`src/rtl/sd_req_arbiter_if.sv`:
```
// sd_req_arbiter_if
//   Bundles the per-channel request side and the hps_io sd_rd/sd_wr/sd_ack
//   handshake of the SD request arbiter.
//   master : request/drive side (drive models, hps_io ack source)
//   slave  : the arbiter itself
//   Signals (NUM_CH channels, 32-bit LBA per channel):
//     req_rd, req_wr   one-cycle request pulses
//     req_lba          block address per channel, sampled with the request
//     mounted, protect image mounted / write protect per channel
//     sd_ack           hps_io ack per channel
//     sd_rd, sd_wr     hps_io strobes (one-hot or zero)
//     sd_lba           latched LBA per channel
//     busy, done, err  CPU-wait, completion pulse, error flag (with done)
//     active_ch        channel currently granted
interface sd_req_arbiter_if #(
    parameter int NUM_CH = 3,
    parameter int CW     = (NUM_CH > 1) ? $clog2(NUM_CH) : 1
);
    logic [NUM_CH-1:0]    req_rd;
    logic [NUM_CH-1:0]    req_wr;
    logic [32*NUM_CH-1:0] req_lba;
    logic [NUM_CH-1:0]    mounted;
    logic [NUM_CH-1:0]    protect;
    logic [NUM_CH-1:0]    sd_ack;
    logic [NUM_CH-1:0]    sd_rd;
    logic [NUM_CH-1:0]    sd_wr;
    logic [32*NUM_CH-1:0] sd_lba;
    logic [NUM_CH-1:0]    busy;
    logic [NUM_CH-1:0]    done;
    logic [NUM_CH-1:0]    err;
    logic [CW-1:0]        active_ch;

    modport master (
        output req_rd, req_wr, req_lba, mounted, protect, sd_ack,
        input  sd_rd, sd_wr, sd_lba, busy, done, err, active_ch
    );

    modport slave (
        input  req_rd, req_wr, req_lba, mounted, protect, sd_ack,
        output sd_rd, sd_wr, sd_lba, busy, done, err, active_ch
    );
endinterface

```
`src/rtl/sd_req_arbiter.sv`:
```
// sd_req_arbiter
//   Latches per-channel read/write requests from NUM_CH virtual drives and
//   serves them one at a time, round-robin, over the hps_io sd_rd/sd_wr/sd_ack
//   handshake. Unmounted channels and writes to protected channels complete
//   with an error and no SD strobe; an ack that never rises aborts after
//   TIMEOUT cycles (0 = wait forever).
//   Ports:
//     clk_sys  system clock
//     reset    asynchronous, active-high reset
//     bus      sd_req_arbiter_if.slave (requests, handshake, status)
module sd_req_arbiter #(
    parameter int          NUM_CH  = 3,
    parameter logic [23:0] TIMEOUT = 24'd14000000
) (
    input  logic             clk_sys,
    input  logic             reset,
    sd_req_arbiter_if.slave  bus
);
    localparam int CW = (NUM_CH > 1) ? $clog2(NUM_CH) : 1;

    typedef enum logic [2:0] {
        ST_IDLE  = 3'd0,
        ST_ISSUE = 3'd1,
        ST_XFER  = 3'd2,
        ST_DONE  = 3'd3,
        ST_FAIL  = 3'd4
    } state_t;

    state_t               state_q, state_d;
    logic [NUM_CH-1:0]    pend_q, pend_d;
    logic [NUM_CH-1:0]    op_q, op_d;
    logic [NUM_CH-1:0]    ack_old_q;
    logic [NUM_CH-1:0]    sd_rd_q, sd_rd_d;
    logic [NUM_CH-1:0]    sd_wr_q, sd_wr_d;
    logic [NUM_CH-1:0]    busy_q, busy_d;
    logic [NUM_CH-1:0]    done_q, done_d;
    logic [NUM_CH-1:0]    err_q, err_d;
    logic [32*NUM_CH-1:0] sd_lba_q, sd_lba_d;
    logic [CW-1:0]        ptr_q, ptr_d;
    logic [CW-1:0]        active_q, active_d;
    logic [23:0]          cnt_q, cnt_d;

    logic                 gnt_vld_s;
    logic [CW-1:0]        gnt_ch_s;
    logic [CW-1:0]        idx_s;
    logic [NUM_CH-1:0]    rej_s;
    logic [NUM_CH-1:0]    fin_s;
    logic [NUM_CH-1:0]    fail_s;
    logic                 cur_ack_s;
    logic                 cur_ack_old_s;

    // Round-robin pick: first pending channel at or after ptr, wrapping.
    always_comb begin
        gnt_vld_s = 1'b0;
        gnt_ch_s  = '0;
        idx_s     = '0;
        for (int i = 0; i < NUM_CH; i++) begin
            idx_s     = CW'((int'(ptr_q) + i) % NUM_CH);
            gnt_ch_s  = (pend_q[idx_s] && !gnt_vld_s) ? idx_s : gnt_ch_s;
            gnt_vld_s = gnt_vld_s | pend_q[idx_s];
        end
    end

    // Request latching, FSM next state and next values of the registered outputs.
    always_comb begin
        pend_d        = pend_q;
        op_d          = op_q;
        sd_lba_d      = sd_lba_q;
        state_d       = state_q;
        sd_rd_d       = sd_rd_q;
        sd_wr_d       = sd_wr_q;
        active_d      = active_q;
        ptr_d         = ptr_q;
        cnt_d         = cnt_q;
        rej_s         = '0;
        fin_s         = '0;
        fail_s        = '0;
        cur_ack_s     = bus.sd_ack[active_q];
        cur_ack_old_s = ack_old_q[active_q];

        // busy_q (not pend_q) gates acceptance so the done cycle stays closed.
        for (int i = 0; i < NUM_CH; i++) begin
            if ((bus.req_rd[i] || bus.req_wr[i]) && !busy_q[i]) begin
                if (bus.req_rd[i] && bus.req_wr[i]) begin
                    rej_s[i] = 1'b1;
                end else begin
                    pend_d[i]            = 1'b1;
                    op_d[i]              = bus.req_wr[i];
                    sd_lba_d[32*i +: 32] = bus.req_lba[32*i +: 32];
                end
            end else begin
                rej_s[i] = 1'b0;
            end
        end

        case (state_q)
            ST_IDLE: begin
                if (gnt_vld_s) begin
                    active_d = gnt_ch_s;
                    ptr_d    = (gnt_ch_s == CW'(NUM_CH - 1)) ? '0 : gnt_ch_s + CW'(1);
                    cnt_d    = 24'd0;
                    // Mount/protect only matter at grant time.
                    if (bus.mounted[gnt_ch_s] && !(op_q[gnt_ch_s] && bus.protect[gnt_ch_s])) begin
                        state_d           = ST_ISSUE;
                        sd_rd_d[gnt_ch_s] = ~op_q[gnt_ch_s];
                        sd_wr_d[gnt_ch_s] = op_q[gnt_ch_s];
                    end else begin
                        state_d = ST_FAIL;
                    end
                end else begin
                    state_d = ST_IDLE;
                end
            end
            ST_ISSUE: begin
                if (cur_ack_s && !cur_ack_old_s) begin
                    sd_rd_d = '0;
                    sd_wr_d = '0;
                    state_d = ST_XFER;
                end else if ((TIMEOUT != 24'd0) && (cnt_q == TIMEOUT - 24'd1)) begin
                    sd_rd_d = '0;
                    sd_wr_d = '0;
                    state_d = ST_FAIL;
                end else begin
                    cnt_d = (cnt_q == 24'hFF_FFFF) ? cnt_q : cnt_q + 24'd1;
                end
            end
            ST_XFER: begin
                if (!cur_ack_s && cur_ack_old_s) begin
                    state_d = ST_DONE;
                end else begin
                    state_d = ST_XFER;
                end
            end
            ST_DONE: begin
                fin_s[active_q]  = 1'b1;
                pend_d[active_q] = 1'b0;
                state_d          = ST_IDLE;
            end
            ST_FAIL: begin
                fin_s[active_q]  = 1'b1;
                fail_s[active_q] = 1'b1;
                pend_d[active_q] = 1'b0;
                state_d          = ST_IDLE;
            end
            default: begin
                sd_rd_d = '0;
                sd_wr_d = '0;
                state_d = ST_IDLE;
            end
        endcase

        // Rejected requests pulse done/err without ever raising busy.
        done_d = fin_s | rej_s;
        err_d  = fail_s | rej_s;
        busy_d = pend_d | fin_s;
    end

    // State and output registers.
    always_ff @(posedge clk_sys or posedge reset) begin
        if (reset) begin
            state_q   <= ST_IDLE;
            pend_q    <= '0;
            op_q      <= '0;
            ack_old_q <= '0;
            sd_rd_q   <= '0;
            sd_wr_q   <= '0;
            busy_q    <= '0;
            done_q    <= '0;
            err_q     <= '0;
            sd_lba_q  <= '0;
            ptr_q     <= '0;
            active_q  <= '0;
            cnt_q     <= 24'd0;
        end else begin
            state_q   <= state_d;
            pend_q    <= pend_d;
            op_q      <= op_d;
            ack_old_q <= bus.sd_ack;
            sd_rd_q   <= sd_rd_d;
            sd_wr_q   <= sd_wr_d;
            busy_q    <= busy_d;
            done_q    <= done_d;
            err_q     <= err_d;
            sd_lba_q  <= sd_lba_d;
            ptr_q     <= ptr_d;
            active_q  <= active_d;
            cnt_q     <= cnt_d;
        end
    end

    assign bus.sd_rd     = sd_rd_q;
    assign bus.sd_wr     = sd_wr_q;
    assign bus.sd_lba    = sd_lba_q;
    assign bus.busy      = busy_q;
    assign bus.done      = done_q;
    assign bus.err       = err_q;
    assign bus.active_ch = active_q;
endmodule

```
`src/flat_wrapper.sv`:
```
// flat-port wrapper written by rule: the top's interface ports become plain ports
module sd_req_arbiter_flat 
#(
    parameter int          NUM_CH  = 3,
    parameter logic [23:0] TIMEOUT = 24'd14000000
)
  (clk_sys, reset, bus_req_rd, bus_req_wr, bus_req_lba, bus_mounted, bus_protect, bus_sd_ack, bus_sd_rd, bus_sd_wr, bus_sd_lba, bus_busy, bus_done, bus_err, bus_active_ch);
  sd_req_arbiter_if #(.NUM_CH(NUM_CH)) bus_i ();
  input  logic clk_sys;
  input  logic reset;
  input wire logic [$bits(bus_i.req_rd)-1:0] bus_req_rd;
  input wire logic [$bits(bus_i.req_wr)-1:0] bus_req_wr;
  input wire logic [$bits(bus_i.req_lba)-1:0] bus_req_lba;
  input wire logic [$bits(bus_i.mounted)-1:0] bus_mounted;
  input wire logic [$bits(bus_i.protect)-1:0] bus_protect;
  input wire logic [$bits(bus_i.sd_ack)-1:0] bus_sd_ack;
  output wire logic [$bits(bus_i.sd_rd)-1:0] bus_sd_rd;
  output wire logic [$bits(bus_i.sd_wr)-1:0] bus_sd_wr;
  output wire logic [$bits(bus_i.sd_lba)-1:0] bus_sd_lba;
  output wire logic [$bits(bus_i.busy)-1:0] bus_busy;
  output wire logic [$bits(bus_i.done)-1:0] bus_done;
  output wire logic [$bits(bus_i.err)-1:0] bus_err;
  output wire logic [$bits(bus_i.active_ch)-1:0] bus_active_ch;
  assign bus_i.req_rd = bus_req_rd;
  assign bus_i.req_wr = bus_req_wr;
  assign bus_i.req_lba = bus_req_lba;
  assign bus_i.mounted = bus_mounted;
  assign bus_i.protect = bus_protect;
  assign bus_i.sd_ack = bus_sd_ack;
  assign bus_sd_rd = bus_i.sd_rd;
  assign bus_sd_wr = bus_i.sd_wr;
  assign bus_sd_lba = bus_i.sd_lba;
  assign bus_busy = bus_i.busy;
  assign bus_done = bus_i.done;
  assign bus_err = bus_i.err;
  assign bus_active_ch = bus_i.active_ch;
  sd_req_arbiter #(.NUM_CH(NUM_CH), .TIMEOUT(TIMEOUT)) u_core (.clk_sys(clk_sys), .reset(reset), .bus(bus_i));
endmodule
```
`config.mk`:
```
export PLATFORM = sky130hd
export DESIGN_NAME = sd_req_arbiter_flat
export DESIGN_NICKNAME = d
export VERILOG_FILES = /design/src/rtl/sd_req_arbiter_if.sv /design/src/rtl/sd_req_arbiter.sv /design/src/flat_wrapper.sv
export SDC_FILE = /design/constraint.sdc
export NUM_CORES = 1
export LEC_CHECK = 0
export BUFFER_PORTS_ARGS = -buffer_cell sky130_fd_sc_hd__clkbuf_2
export CORE_MARGIN = 2
export CORE_UTILIZATION = 30
export CTS_BUF_LIST = sky130_fd_sc_hd__clkbuf_8
export CTS_CLUSTER_DIAMETER = 100
export DETAILED_ROUTE_END_ITERATION = 8
export PLACE_DENSITY_LB_ADDON = 0.1
export SYNTH_ARGS = -nofsm -noshare
export SYNTH_HDL_FRONTEND = slang
export SYNTH_SLANG_ARGS = --single-unit
```
`constraint.sdc`:
```
create_clock -name clk_sys -period 6.6 [get_ports clk_sys]
set_clock_uncertainty 0.05 [all_clocks]
set_input_delay 0.99 -clock clk_sys [delete_from_list [all_inputs] [get_ports clk_sys]]
set_output_delay 0.99 -clock clk_sys [all_outputs]
set_load 0.03 [all_outputs]
```
=== Word level (Yosys, flattened, before mapping) ===
Index checks and enable logic that the tools add are counted.

* Flip-flop bits (word level): 151
* Input port bits: 113

* $add $sub $neg: 4
* Reduce and logical (&&, ||, !) cells: 35
* Bitwise logic cells: 12
* Divide/modulo/power cells: 3
* Muxes and demuxes: 60
* Magnitude comparators: 7
* Equality and inequality tests: 13

{| class="wikitable"
|+ Operators by type and width
! kind !! count
|-
| 24-bit 2-to-1 mux || 4
|-
| 32-bit by 3-bit modulo with 32-bit output (second input constant) || 2
|-
| 24-bit == test (second input constant) || 2
|-
| 24-bit one-hot mux with 2 select lines || 1
|-
| 3-bit 2-to-1 mux || 13
|-
| 3-bit by 3-bit modulo with 32-bit output (second input constant) || 1
|-
| 3-bit one-hot mux with 3 select lines || 3
|-
| 24-bit by 1-bit adder with 24-bit output (second input constant) || 1
|-
| 1-bit 2-to-1 mux || 23
|-
| 1-bit binary-select mux with 2-bit select || 8
|-
| 2-bit by 3-bit < comparator with 1-bit output (second input constant) || 5
|-
| 1-bit logical AND || 14
|-
| 3-bit OR || 3
|-
| 1-bit zero test || 8
|-
| 2-bit 2-to-1 mux || 4
|-
| 2-bit AND reduction || 4
|-
| 3-bit bitwise mux || 2
|-
| 3-bit by 2-bit == test with 1-bit output (second input constant) || 2
|-
| 2-bit inequality test (second input constant) || 3
|-
| 1-bit inverter || 5
|-
| 5-bit AND reduction || 1
|-
| 1-bit demux with 2-bit select || 2
|-
| 2-bit by 1-bit greater-or-equal comparator with 1-bit output (second input constant) || 2
|-
| 2-bit by 1-bit inequality test with 1-bit output (second input constant) || 2
|-
| 16 further kinds || 19
|}

=== Depth between registers and ports, before layout ===
Gate-level depths: netlist of run 1.

* Depth in word-level cells: 16
* Gate-level depth with buffers: 12

=== Least setup slack after synthesis of run 1 ===
No wires, ideal clock.

* Path kind: reg-to-reg
* Start: register u_core.ptr_q[0]
* End: register u_core.sd_rd_q[0], in the netlist u_core.bus.sd_rd[0]
* Library setup time: 0.124 ns
* Clock period less this slack: 3.085 ns
* Data arrival time: 2.911 ns
* Path slack: 3.515 ns
* Stages on the path, launching flop included: 12
* Required time: 6.426 ns
* Cell sequence: dfrtp_1 inv_1 ha_1 buf_4 nor3b_2 o211ai_2 and4_1 or3_1 mux2_4 a211o_1 a211o_1 a211o_1

* Longest elaborated chain between the ends: 16
* Elaborated cells on any way between the ends: 42

{| class="wikitable"
|+ Ends and longest elaborated chain
! element !! line !! source
|-
| start, declared || sd_req_arbiter.sv:39 || <nowiki>logic [CW-1:0] ptr_q, ptr_d;</nowiki>
|-
| start signal, assigned || sd_req_arbiter.sv:185 || <nowiki>ptr_q <= ptr_d;</nowiki>
|-
| 2-bit by 1-bit adder with 3-bit output || sd_req_arbiter.sv:58 || <nowiki>idx_s = CW'((int'(ptr_q) + i) % NUM_CH);</nowiki>
|-
| 32-bit by 3-bit modulo with 32-bit output || sd_req_arbiter.sv:58 ||
|-
| 1-bit binary-select mux with 2-bit select || sd_req_arbiter.sv:59, sd_req_arbiter.sv:60 ||
|-
| 1-bit 2-to-1 mux (implied by the code) || sd_req_arbiter.sv:59, sd_req_arbiter.sv:60 ||
|-
| 1-bit OR || sd_req_arbiter.sv:60 || <nowiki>gnt_vld_s = gnt_vld_s | pend_q[idx_s];</nowiki>
|-
| 1-bit zero test || sd_req_arbiter.sv:59 || <nowiki>gnt_ch_s = (pend_q[idx_s] && !gnt_vld_s) ? idx_s : gnt_ch_s;</nowiki>
|-
| 1-bit logical AND || sd_req_arbiter.sv:59 ||
|-
| 2-bit 2-to-1 mux || sd_req_arbiter.sv:59 ||
|-
| 2-bit by 3-bit < comparator with 1-bit output (implied by the code) or 2-bit by 1-bit greater-or-equal comparator with 1-bit output (tied branches) || sd_req_arbiter.sv:105 || <nowiki>sd_rd_d[gnt_ch_s] = ~op_q[gnt_ch_s];</nowiki>
|-
| 1-bit logical AND (implied by the code) || sd_req_arbiter.sv:105 ||
|-
| 1-bit 2-to-1 mux (implied by the code) || sd_req_arbiter.sv:105 ||
|-
| 1-bit demux with 2-bit select || n/a ||
|-
| 3-bit bitwise mux || sd_req_arbiter.sv:105 ||
|-
| 3-bit 2-to-1 mux || sd_req_arbiter.sv:103 || <nowiki>if (bus.mounted[gnt_ch_s] && !(op_q[gnt_ch_s] && bus.protect[gnt_ch_s])) begin</nowiki>
|-
| 3-bit 2-to-1 mux || sd_req_arbiter.sv:98 || <nowiki>if (gnt_vld_s) begin</nowiki>
|-
| 3-bit one-hot mux with 3 select lines || sd_req_arbiter.sv:96 || <nowiki>case (state_q)</nowiki>
|-
| end signal, assigned || sd_req_arbiter.sv:179 || <nowiki>sd_rd_q <= sd_rd_d;</nowiki>
|-
| end, declared || sd_req_arbiter.sv:33 || <nowiki>logic [NUM_CH-1:0] sd_rd_q, sd_rd_d;</nowiki>
|}

Several ways; a longest one is shown, not always the timed one. The select of a mux whose other input is x is not followed.
A chain may end at the register's enable or synchronous reset.

=== Worst setup path after layout of run 1 ===
* Start: register u_core.ptr_q[1]
* End: register u_core.cnt_q[13]

* Longest elaborated chain between the ends: 8
* Elaborated cells on any way between the ends: 15

{| class="wikitable"
|+ Ends and longest elaborated chain
! element !! line !! source
|-
| 2-bit by 1-bit adder with 3-bit output || sd_req_arbiter.sv:58 ||
|-
| 32-bit by 3-bit modulo with 32-bit output || sd_req_arbiter.sv:58 ||
|-
| 1-bit binary-select mux with 2-bit select || sd_req_arbiter.sv:60 ||
|-
| 1-bit 2-to-1 mux (implied by the code) || sd_req_arbiter.sv:60 ||
|-
| 1-bit OR || sd_req_arbiter.sv:60 ||
|-
| 1-bit OR (*) || sd_req_arbiter.sv:60 ||
|-
| 2-bit by 1-bit inequality test with 1-bit output (no line) (*) || n/a ||
|-
| 5-bit AND reduction (no line) (*) || n/a ||
|-
| end signal, assigned || sd_req_arbiter.sv:187 || <nowiki>cnt_q <= cnt_d;</nowiki>
|-
| end, declared || sd_req_arbiter.sv:41 || <nowiki>logic [23:0] cnt_q, cnt_d;</nowiki>
|}

Every way passes the cells marked *; elsewhere a longest branch is shown, timed or not. The select of a mux whose other input is x is not followed.

==> flow_summary.toml, run 1 <==
[outcome]
status = "finished, final reports clean"

[sta]
fmax_ghz = 0.277
hold_viol = 0
min_period_ns = 3.61
grt_setup_unrepaired = "no"
finalCritPeriodShare_pct = 54.7
slew-limit-headroom_pct = 35.7
worstMarginPinSlew_ns = 0.958
slew_violations = 0
fin_setup_tns_ns = 0
finalSetupViolCount = 0

[grt]
grt_pass1_vias = 5365
antenna_found_initial = 0
grt_max_degree = 82
grt_pass1_wl_mm = 28.0
grt_usage_pct = 15.0
grt_overflow_total = 0

[floorplanning]
ios = 226
die_width_um = 153
rows = 54
initial_utilization_pct = 30.5
fp.coreArea_sq_mm = 0.0218
chipHeight_um = 153
dieArea_sq_mm = 0.0234

[critical_path]
critPathArrivalTime_ns = 3.90
crit_path_start_kind = "flop"
cp_top_family = "simple AND/OR/NAND/NOR gates"
worstSetupEndpoint = "u_core.cnt_q[13]"
rr_endpoint = "u_core.cnt_q[13]"
crit_slowest_cell = "nor3b_1"
crit_buf_inv = 2
crit_path_end_kind = "flop"
crit_cells = 11
rr_startpoint = "u_core.ptr_q[1]"
rrSetupSlack_ns = 2.99
worstPathRequired_ns = 6.89
rr_worst_depth = 11
critPathMaxStageDelay_ns = 0.66
crit_path_max_fanout = 27
crit_chain = "inv_1 -> ha_1 -> mux2i_1 -> o21ai_2 -> o31a_1 -> buf_4 -> a31o_2 -> nor3b_1 -> and3_1 -> xnor2_1 -> nor2_1"
crit_start = "u_core.ptr_q[1]"
path_class = "reg -> reg"

[synth]
synth.area.top_cells = "dfrtp_1 (57%), mux2_2 (16%), nor2_1 (3.3%)"
synth_area_sq_mm = 0.00666
yosys_warnings = 0
syn_area_per_cell_sq_um = 12.3
syn-num-nets = 661
ys_ff_latch = 151
async_flop_share_pct = 100
synthesis.instances = 543
yosysUniqueCellTypes = 54
synth_top_cell_by_area = "dfrtp_1"
synth.yosys.seq_area_share_pct = 56.7
synth_flop_cell = "dfrtp_1"
synth_top_cell_area_share_pct = 56.7
synth-edff-count = 0

[cts]
cts_made_buffers = 17
clkSinkCount = 151
cts_setup_buffers = 0
htree_num_levels = 4
postCtsHoldBufs = 0
clk_latency_ns = 0.46
cts_resized = 0
clockRootBuffer = "clkbuf_8"
clock_path_buffers = 2
cts_tree = "built"
path_clk_slew_ns = 0.09

[drt]
via_per_inst = 4.75
drt-initial-drc-count = 178
vias = 5049
wirelength_mm = 17.0
ant_nets = 0
post_drt_wl_per_cell_um = 16.0
drc = 0
first_pass_iters = 4

[power_and_ir_drop]
p_leak_uw = 0.00404
power_density_mw_per_mm2 = 556
ir_drop_v = 0.000245

[finish]
final_nets = 888
finalNonFillerCells = 1062
area_growth_pct = 27.5
layout_common_cells = "clkbuf_2 (225), dfrtp_1 (151), mux2_2 (97)"
final_common_cell = "clkbuf_2"
drive_above_1_share_pct = 47.4
largest_reg_flops = 96
final_util_pct = 38.9
diodes = 0

[hold_path]
hold_class = "reg -> reg"
whs_path_depth = 1

[placed_design]
dp_cells = 1031
portBuffers = 225
gp_congestion = 0.805
hpwl_mm = 12.6

[flow_run]
drv_cap = 0
through the flow:
stage | power, uW | worst slack, ns | area (sq um) | hold slack, ns
floorplan | 3310 | 1.50 | 6660 | 0.449
global placement | 3970 | 3.15 | 8080 | 0.438
detailed placement | 4000 | 3.01 | 8080 | 0.445
CTS | 4780 | 2.97 | 8490 | 0.467
global route | 5040 | 2.59 | 8490 | 0.484
finish | 4720 | 2.99 | 8490 | 0.461
final cells by class:
type / count / area (sq um)
clock buffers: 17 / 234
clock inverters: 14 / 181
fillers: 2171 / 13300
inverters: 15 / 61.3
multi-input cells: 357 / 2740
flip-flops and latches: 151 / 3780
well taps: 280 / 350
repair buffers: 228 / 1150
worst min path at each step:
stage	endpoint	slack, ns	start
after global placement	u_core.bus.sd_lba[40]	0.44	u_core.bus.sd_lba[40]
after detailed placement	u_core.bus.sd_lba[60]	0.45	u_core.bus.sd_lba[60]
after floorplan	u_core.op_q[0]	0.45	u_core.op_q[0]
after global routing	u_core.bus.sd_lba[28]	0.48	u_core.bus.sd_lba[28]
after CTS	u_core.bus.sd_lba[59]	0.47	u_core.bus.sd_lba[59]
final	u_core.bus.sd_lba[59]	0.46	u_core.bus.sd_lba[59]
cell usage after synthesis, types with 2 or more instances:
cell,count
a22oi_1,2
nor2b_1,6
o32ai_1,2
mux2i_1,8
xnor2_1,21
nor4_1,2
o21a_1,3
o21ai_2,3
mux2_2,97
o31ai_1,3
nand4_1,8
ha_1,5
nor3_1,8
and4_1,4
a211oi_1,3
o21ai_0,13
and2_1,6
inv_1,15
a21oi_1,6
and3b_1,2
nand3_1,11
clkbuf_1,13
or3_1,4
a211o_1,9
buf_6,2
and3_1,9
nand2_1,26
or2_2,2
dfrtp_1,151
buf_2,2
nand3b_1,5
nand2b_1,8
buf_4,3
xor2_1,4
nor2_1,58
per-layer routing:
metal / GRT usage, % / routed length [um]
met1: 18.2 / 7180
met2: 24.2 / 8170
met3: 6.32 / 1370
met4: 4.72 / 292
met5: 0 / 0
cells by family after synthesis:
kind of cell | synth area share (%)
AO/OA/AOI/OAI | 6.50
XOR/XNOR | 3.29
multiplexers | 17.8
flip-flops | 56.7
buffers and inverters | 2.40
adder cells (fa/ha/maj) | 0.939
AND/OR/NAND/NOR | 12.3
power by group:
part	switching [uW]	internal, uW	total, uW
sequential	254	1310	1560
clock	404	354	757
combinational	1530	868	2400
total	2190	2530	4720
No activity file was read; power rests on OpenSTA's default activity.
==> run 2, diff against run 1 <==
==> constraint.sdc (replaced) <==
create_clock -name clk_sys -period 3.1 [get_ports clk_sys]
set_clock_uncertainty 0.05 [all_clocks]
set_input_delay 0.465 -clock clk_sys [delete_from_list [all_inputs] [get_ports clk_sys]]
set_output_delay 0.465 -clock clk_sys [all_outputs]
set_load 0.03 [all_outputs]
==> flow_summary.toml, run 2 (synthesis gave the netlist of run 1 again) <==
[finish]
final_util_pct = 40.6
fill_cells = 2142
drive_above_1_share_pct = 50.8
largest_reg_flops = 96
multiInputGateArea_sq_mm = 0.00282
final_common_cell = "clkbuf_2"
area_growth_pct = 32.9
layout_common_cells = "clkbuf_2 (225), dfrtp_1 (150), mux2_2 (97)"
final_nets = 918
seq_area_sq_mm = 0.00378
finalNonFillerCells = 1094

[cts]
path_clk_slew_ns = 0.10
clockRootBuffer = "clkbuf_8"
clk_latency_ns = 0.44
htree_num_levels = 4
clock_path_buffers = 2
clkSinkCount = 151
cts_tree = "built"
cts_made_buffers = 17

[sta]
finalCritPeriodShare_pct = 97.0
slew-limit-headroom_pct = 36.2
finalSetupViolCount = 0
hold_viol = 0
min_period_ns = 3.01
slew_violations = 0
worstMarginPinSlew_ns = 0.954
grt_setup_unrepaired = "yes"
fmax_ghz = 0.332
holdWs_ns = 0.0870

[drt]
wirelength_mm = 16.9
via_per_inst = 4.69
first_pass_iters = 4
ant_nets = 0
drc = 0
vias = 5132
drt-initial-drc-count = 154
post_drt_wl_per_cell_um = 15.4

[placed_design]
dp_cells = 1060
hpwl_mm = 12.7
portBuffers = 225
gp_congestion = 0.772

[floorplanning]
chipHeight_um = 153
fp.coreArea_sq_mm = 0.0218
dieArea_sq_mm = 0.0234
rows = 54
ios = 226
die_width_um = 153
initial_utilization_pct = 30.5

[power_and_ir_drop]
ir_drop_v = 0.000556
switchingPower_uw = 4800
swShare_pct = 45.0
clkPwrFrac_pct = 15.0
power_density_mw_per_mm2 = 1210
p_comb_share_pct = 53.8
seq_power_share_pct = 31.2
p_int_uw = 5860
power_uw = 10700
p_leak_uw = 0.00421

[flow_run]
drv_cap = 0

[grt]
grt_max_degree = 43
grt_pass1_vias = 5471
grt_usage_pct = 15.0
grt_overflow_total = 0
antenna_found_initial = 2
grt_pass1_wl_mm = 28.2

[critical_path]
crit_path_end_kind = "flop"
crit_start = "u_core.ptr_q[0]"
rr_startpoint = "u_core.ptr_q[0]"
crit_path_start_kind = "flop"
critPathArrivalTime_ns = 3.29
crit_path_max_fanout = 6
worstPathRequired_ns = 3.38
path_class = "reg -> reg"

[hold_path]
hold_class = "in -> async"

[outcome]
status = "finished, final reports clean"
## run 2: area by class of cell
class	instances	area share, %
Antenna cell	1	0.0283
Clock buffer	17	2.64
Clock inverter	15	2.11
Inverter	15	0.679
Multi-Input combinational cell	357	31.9
Sequential cell	151	42.7
Tap cell	280	3.96
Timing Repair Buffer	258	16.0
## run 2: metrics by stage
step | area (sq um) | TNS, ns | setup slack (ns)
after floorplan | 6660 | 0 | 0.0150
after global placement | 8330 | -0.203 | -0.0346
after detailed placement | 8330 | -0.766 | -0.133
after CTS | 8800 | 0 | 0.00149
after global routing | 8850 | -0.0862 | -0.0214
final | 8850 | 0 | 0.0922
## run 2: power groups by stage
| stage | clock network, uW | logic [uW] | registers (uW) |
|---|---|---|---|
| detailed placement | 0 | 5610 | 3360 |
| CTS | 1670 | 5700 | 3340 |
| finish | 1590 | 5740 | 3330 |
| floorplan | 0 | 2360 | 4680 |
| global placement | 0 | 5540 | 3330 |
| global route | 1760 | 6200 | 3460 |
## run 2: what timing repair did
| action | 4_1_cts | 5_1_grt |
|---|---|---|
| cloned | 0 | 0 |
| hold buffers | 0 | 0 |
| resized for setup | 8 | 9 |
| setup endpoints to repair | 6 | 11 |
| buffers inserted | 1 | 0 |
| pin swaps | 2 | 11 |
## run 2: critical path, stage by stage, from the launching register on
cell and delay [ns]:
dfrtp_2 0.46, buf_6 0.13, ha_2 0.17, nand3b_1 0.20, o21a_4 0.17, and4_1 0.17
or3_4 0.38, mux2_4 0.27, a211o_1 0.27, a211o_4 0.38, a211o_1 0.26
## run 2: path summary, 6_finish.rpt
kind	endpoint	slack (ns)	depth (start not counted)
max	u_core.bus.sd_rd[2]	0.09	10
min	u_core.bus.sd_lba[61]	0.09	2
max reg2reg	u_core.bus.sd_rd[2]	0.09	10
min reg2reg	u_core.bus.sd_lba[16]	0.46	1
max in group asynchronous	u_core.ptr_q[0]	2.20	3
min in group clk_sys	u_core.ack_old_q[0]	0.09	1
## run 2: layer usage
| layer | track usage, % | vias to the layer above | wire, um |
|---|---|---|---|
| li1 | - | 2430 | - |
| met1 | 18.6 | 2523 | 7140 |
| met2 | 23.8 | 156 | 7980 |
| met3 | 5.93 | 21 | 1440 |
| met4 | 5.11 | 2 | 283 |
| met5 | 0 | - | 13 |
==> run 3, diff against run 2 <==
--- a/config.mk
+++ b/config.mk
@@ -6,7 +6,6 @@
 export NUM_CORES = 1
 export LEC_CHECK = 0
 export BUFFER_PORTS_ARGS = -buffer_cell sky130_fd_sc_hd__clkbuf_2
-export CORE_MARGIN = 2
 export CORE_UTILIZATION = 30
 export CTS_BUF_LIST = sky130_fd_sc_hd__clkbuf_8
 export CTS_CLUSTER_DIAMETER = 100
==> flow_summary.toml, run 3 (synthesis gave the netlist of run 1 again) <==
[outcome]
status = "finished, final reports clean"

[drt]
ant_nets = 0
drc = 0
via_per_inst = 4.62
drt-initial-drc-count = 241
wirelength_mm = 16.9
vias = 5070
post_drt_wl_per_cell_um = 15.4
first_pass_iters = 6

[sta]
hold_viol = 0
finalSetupViolCount = 0
worstMarginPinSlew_ns = 0.916
setup_ws_ns = 0.0862
finalCritPeriodShare_pct = 97.2
fmax_ghz = 0.332
grt_setup_unrepaired = "no"
min_period_ns = 3.01
slew-limit-headroom_pct = 38.8
slew_violations = 0

[critical_path]
rrSetupSlack_ns = 0.09
worstPathRequired_ns = 3.39
crit_start = "u_core.ptr_q[0]"
path_class = "reg -> reg"
rr_endpoint = "u_core.bus.sd_wr[2]"
worstSetupEndpoint = "u_core.bus.sd_wr[2]"
crit_path_max_fanout = 6
rr_startpoint = "u_core.ptr_q[0]"
crit_path_end_kind = "flop"
crit_path_start_kind = "flop"
critPathArrivalTime_ns = 3.31
rr_worst_depth = 11

[power_and_ir_drop]
power_density_mw_per_mm2 = 1200
p_int_uw = 5810
seq_power_share_pct = 31.2
ir_drop_v = 0.000482
clkPwrFrac_pct = 14.6
switchingPower_uw = 4810
swShare_pct = 45.3
p_comb_share_pct = 54.2
p_leak_uw = 0.00421

[grt]
grt_pass1_wl_mm = 27.6
grt_max_degree = 52
grt_pass1_vias = 5249
antenna_found_initial = 0
grt_usage_pct = 15.8
grt_overflow_total = 0

[cts]
cts_tree = "built"
clock_path_buffers = 2
clkSinkCount = 151
clockRootBuffer = "clkbuf_8"
cts_made_buffers = 17
htree_num_levels = 4
path_clk_slew_ns = 0.10
clk_latency_ns = 0.45

[finish]
finalNonFillerCells = 1097
fill_cells = 2135
final_nets = 922
area_growth_pct = 32.7
diodes = 0
final_common_cell = "clkbuf_2"
largest_reg_flops = 96
drive_above_1_share_pct = 50.9
layout_common_cells = "clkbuf_2 (225), dfrtp_1 (151), mux2_2 (97)"

[flow_run]
drv_cap = 0

[placed_design]
place_ws_ns = -0.141
dp_cells = 1061
portBuffers = 225
hpwl_mm = 12.6
gp_congestion = 0.790

[floorplanning]
initial_utilization_pct = 30.5
dieArea_sq_mm = 0.0228
rows = 54
fp.coreArea_sq_mm = 0.0218
ios = 226
chipHeight_um = 151
die_width_um = 151

[hold_path]
hold_class = "in -> async"
[run 3: cell count changes in the layout (fill, tap and decap cells not counted), sizes merged]
| cell | before | now |
|---|---|---|
| clkbuf | 242 | 243 |
| diode | 1 | 0 |
| buf | 33 | 37 |
| bufinv | 2 | 1 |
| inv | 23 | 22 |
| clkinv | 2 | 3 |
[run 3: critical path, stage by stage, from the launching register on]
cell     delay [ns]
dfrtp_1        0.41
buf_4          0.15
ha_4           0.18
buf_4          0.15
and2b_1        0.19
o21ai_2        0.06
and4_1         0.19
or3_1          0.32
mux2_4         0.27
a211o_1        0.27
a211o_4        0.37
a211o_1        0.30
[run 3: final cells by class]
| class | instances | area, sq um | area share (%) |
|---|---|---|---|
| Clock inverter | 14 | 156 | 1.77 |
| Inverter | 15 | 60.1 | 0.680 |
| Timing Repair Buffer | 262 | 1430 | 16.2 |
| Tap cell | 280 | 350 | 3.97 |
| Multi-Input combinational cell | 357 | 2810 | 31.8 |
| Sequential cell | 151 | 3780 | 42.8 |
| Clock buffer | 18 | 248 | 2.80 |
[run 3: how the worst min path moves through the flow]
stage	from	to	slack, ns	cells after the start
finish	reset	u_core.bus.sd_lba[58]	0.09	2
global placement	u_core.bus.sd_lba[4]	u_core.bus.sd_lba[4]	0.44	1
CTS	bus_sd_ack[0]	u_core.ack_old_q[0]	0.06	1
global route	bus_sd_ack[0]	u_core.ack_old_q[0]	0.06	1
detailed placement	u_core.bus.sd_lba[56]	u_core.bus.sd_lba[56]	0.44	1
floorplan	bus_sd_ack[0]	u_core.ack_old_q[0]	0.45	0
[run 3: per-stage QoR]
stage / cell area [sq um] / utilization, % / TNS (ns) / hold slack (ns) / total power, uW
after floorplan: 6660 / - / 0 / 0.446 / 7040
after global placement: 8330 / 38.2 / -0.138 / 0.438 / 8880
after detailed placement: 8330 / 38.2 / -0.827 / 0.445 / 8950
after CTS: 8790 / 40.3 / 0 / 0.0607 / 10700
after global routing: 8830 / 40.5 / 0 / 0.0610 / 11300
final: 8830 / 40.5 / 0 / 0.0943 / 10600
[run 3: power by group through the flow]
| stage | clock network (uW) | registers, uW | logic [uW] |
|---|---|---|---|
| 2_1_floorplan | 0 | 4680 | 2360 |
| 3_3_place_gp | 0 | 3320 | 5560 |
| 3_5_place_dp | 0 | 3340 | 5610 |
| 4_1_cts | 1620 | 3320 | 5720 |
| 5_1_grt | 1700 | 3440 | 6200 |
| 6_report | 1550 | 3320 | 5760 |
[run 3: layer usage]
layer  track usage [%]  routed length [um]
met1              20.2                7440
met2              25.1                8050
met3              5.03                1130
met4              5.80                 276
met5                 0                   0
[run 3: timing repair]
item	4_1_cts	5_1_grt
pin swaps	1	9
gates resized for setup	7	9
endpoints found under the hold margin	0	0
hold buffers	0	0
setup endpoints to repair	6	11
buffers inserted	2	2
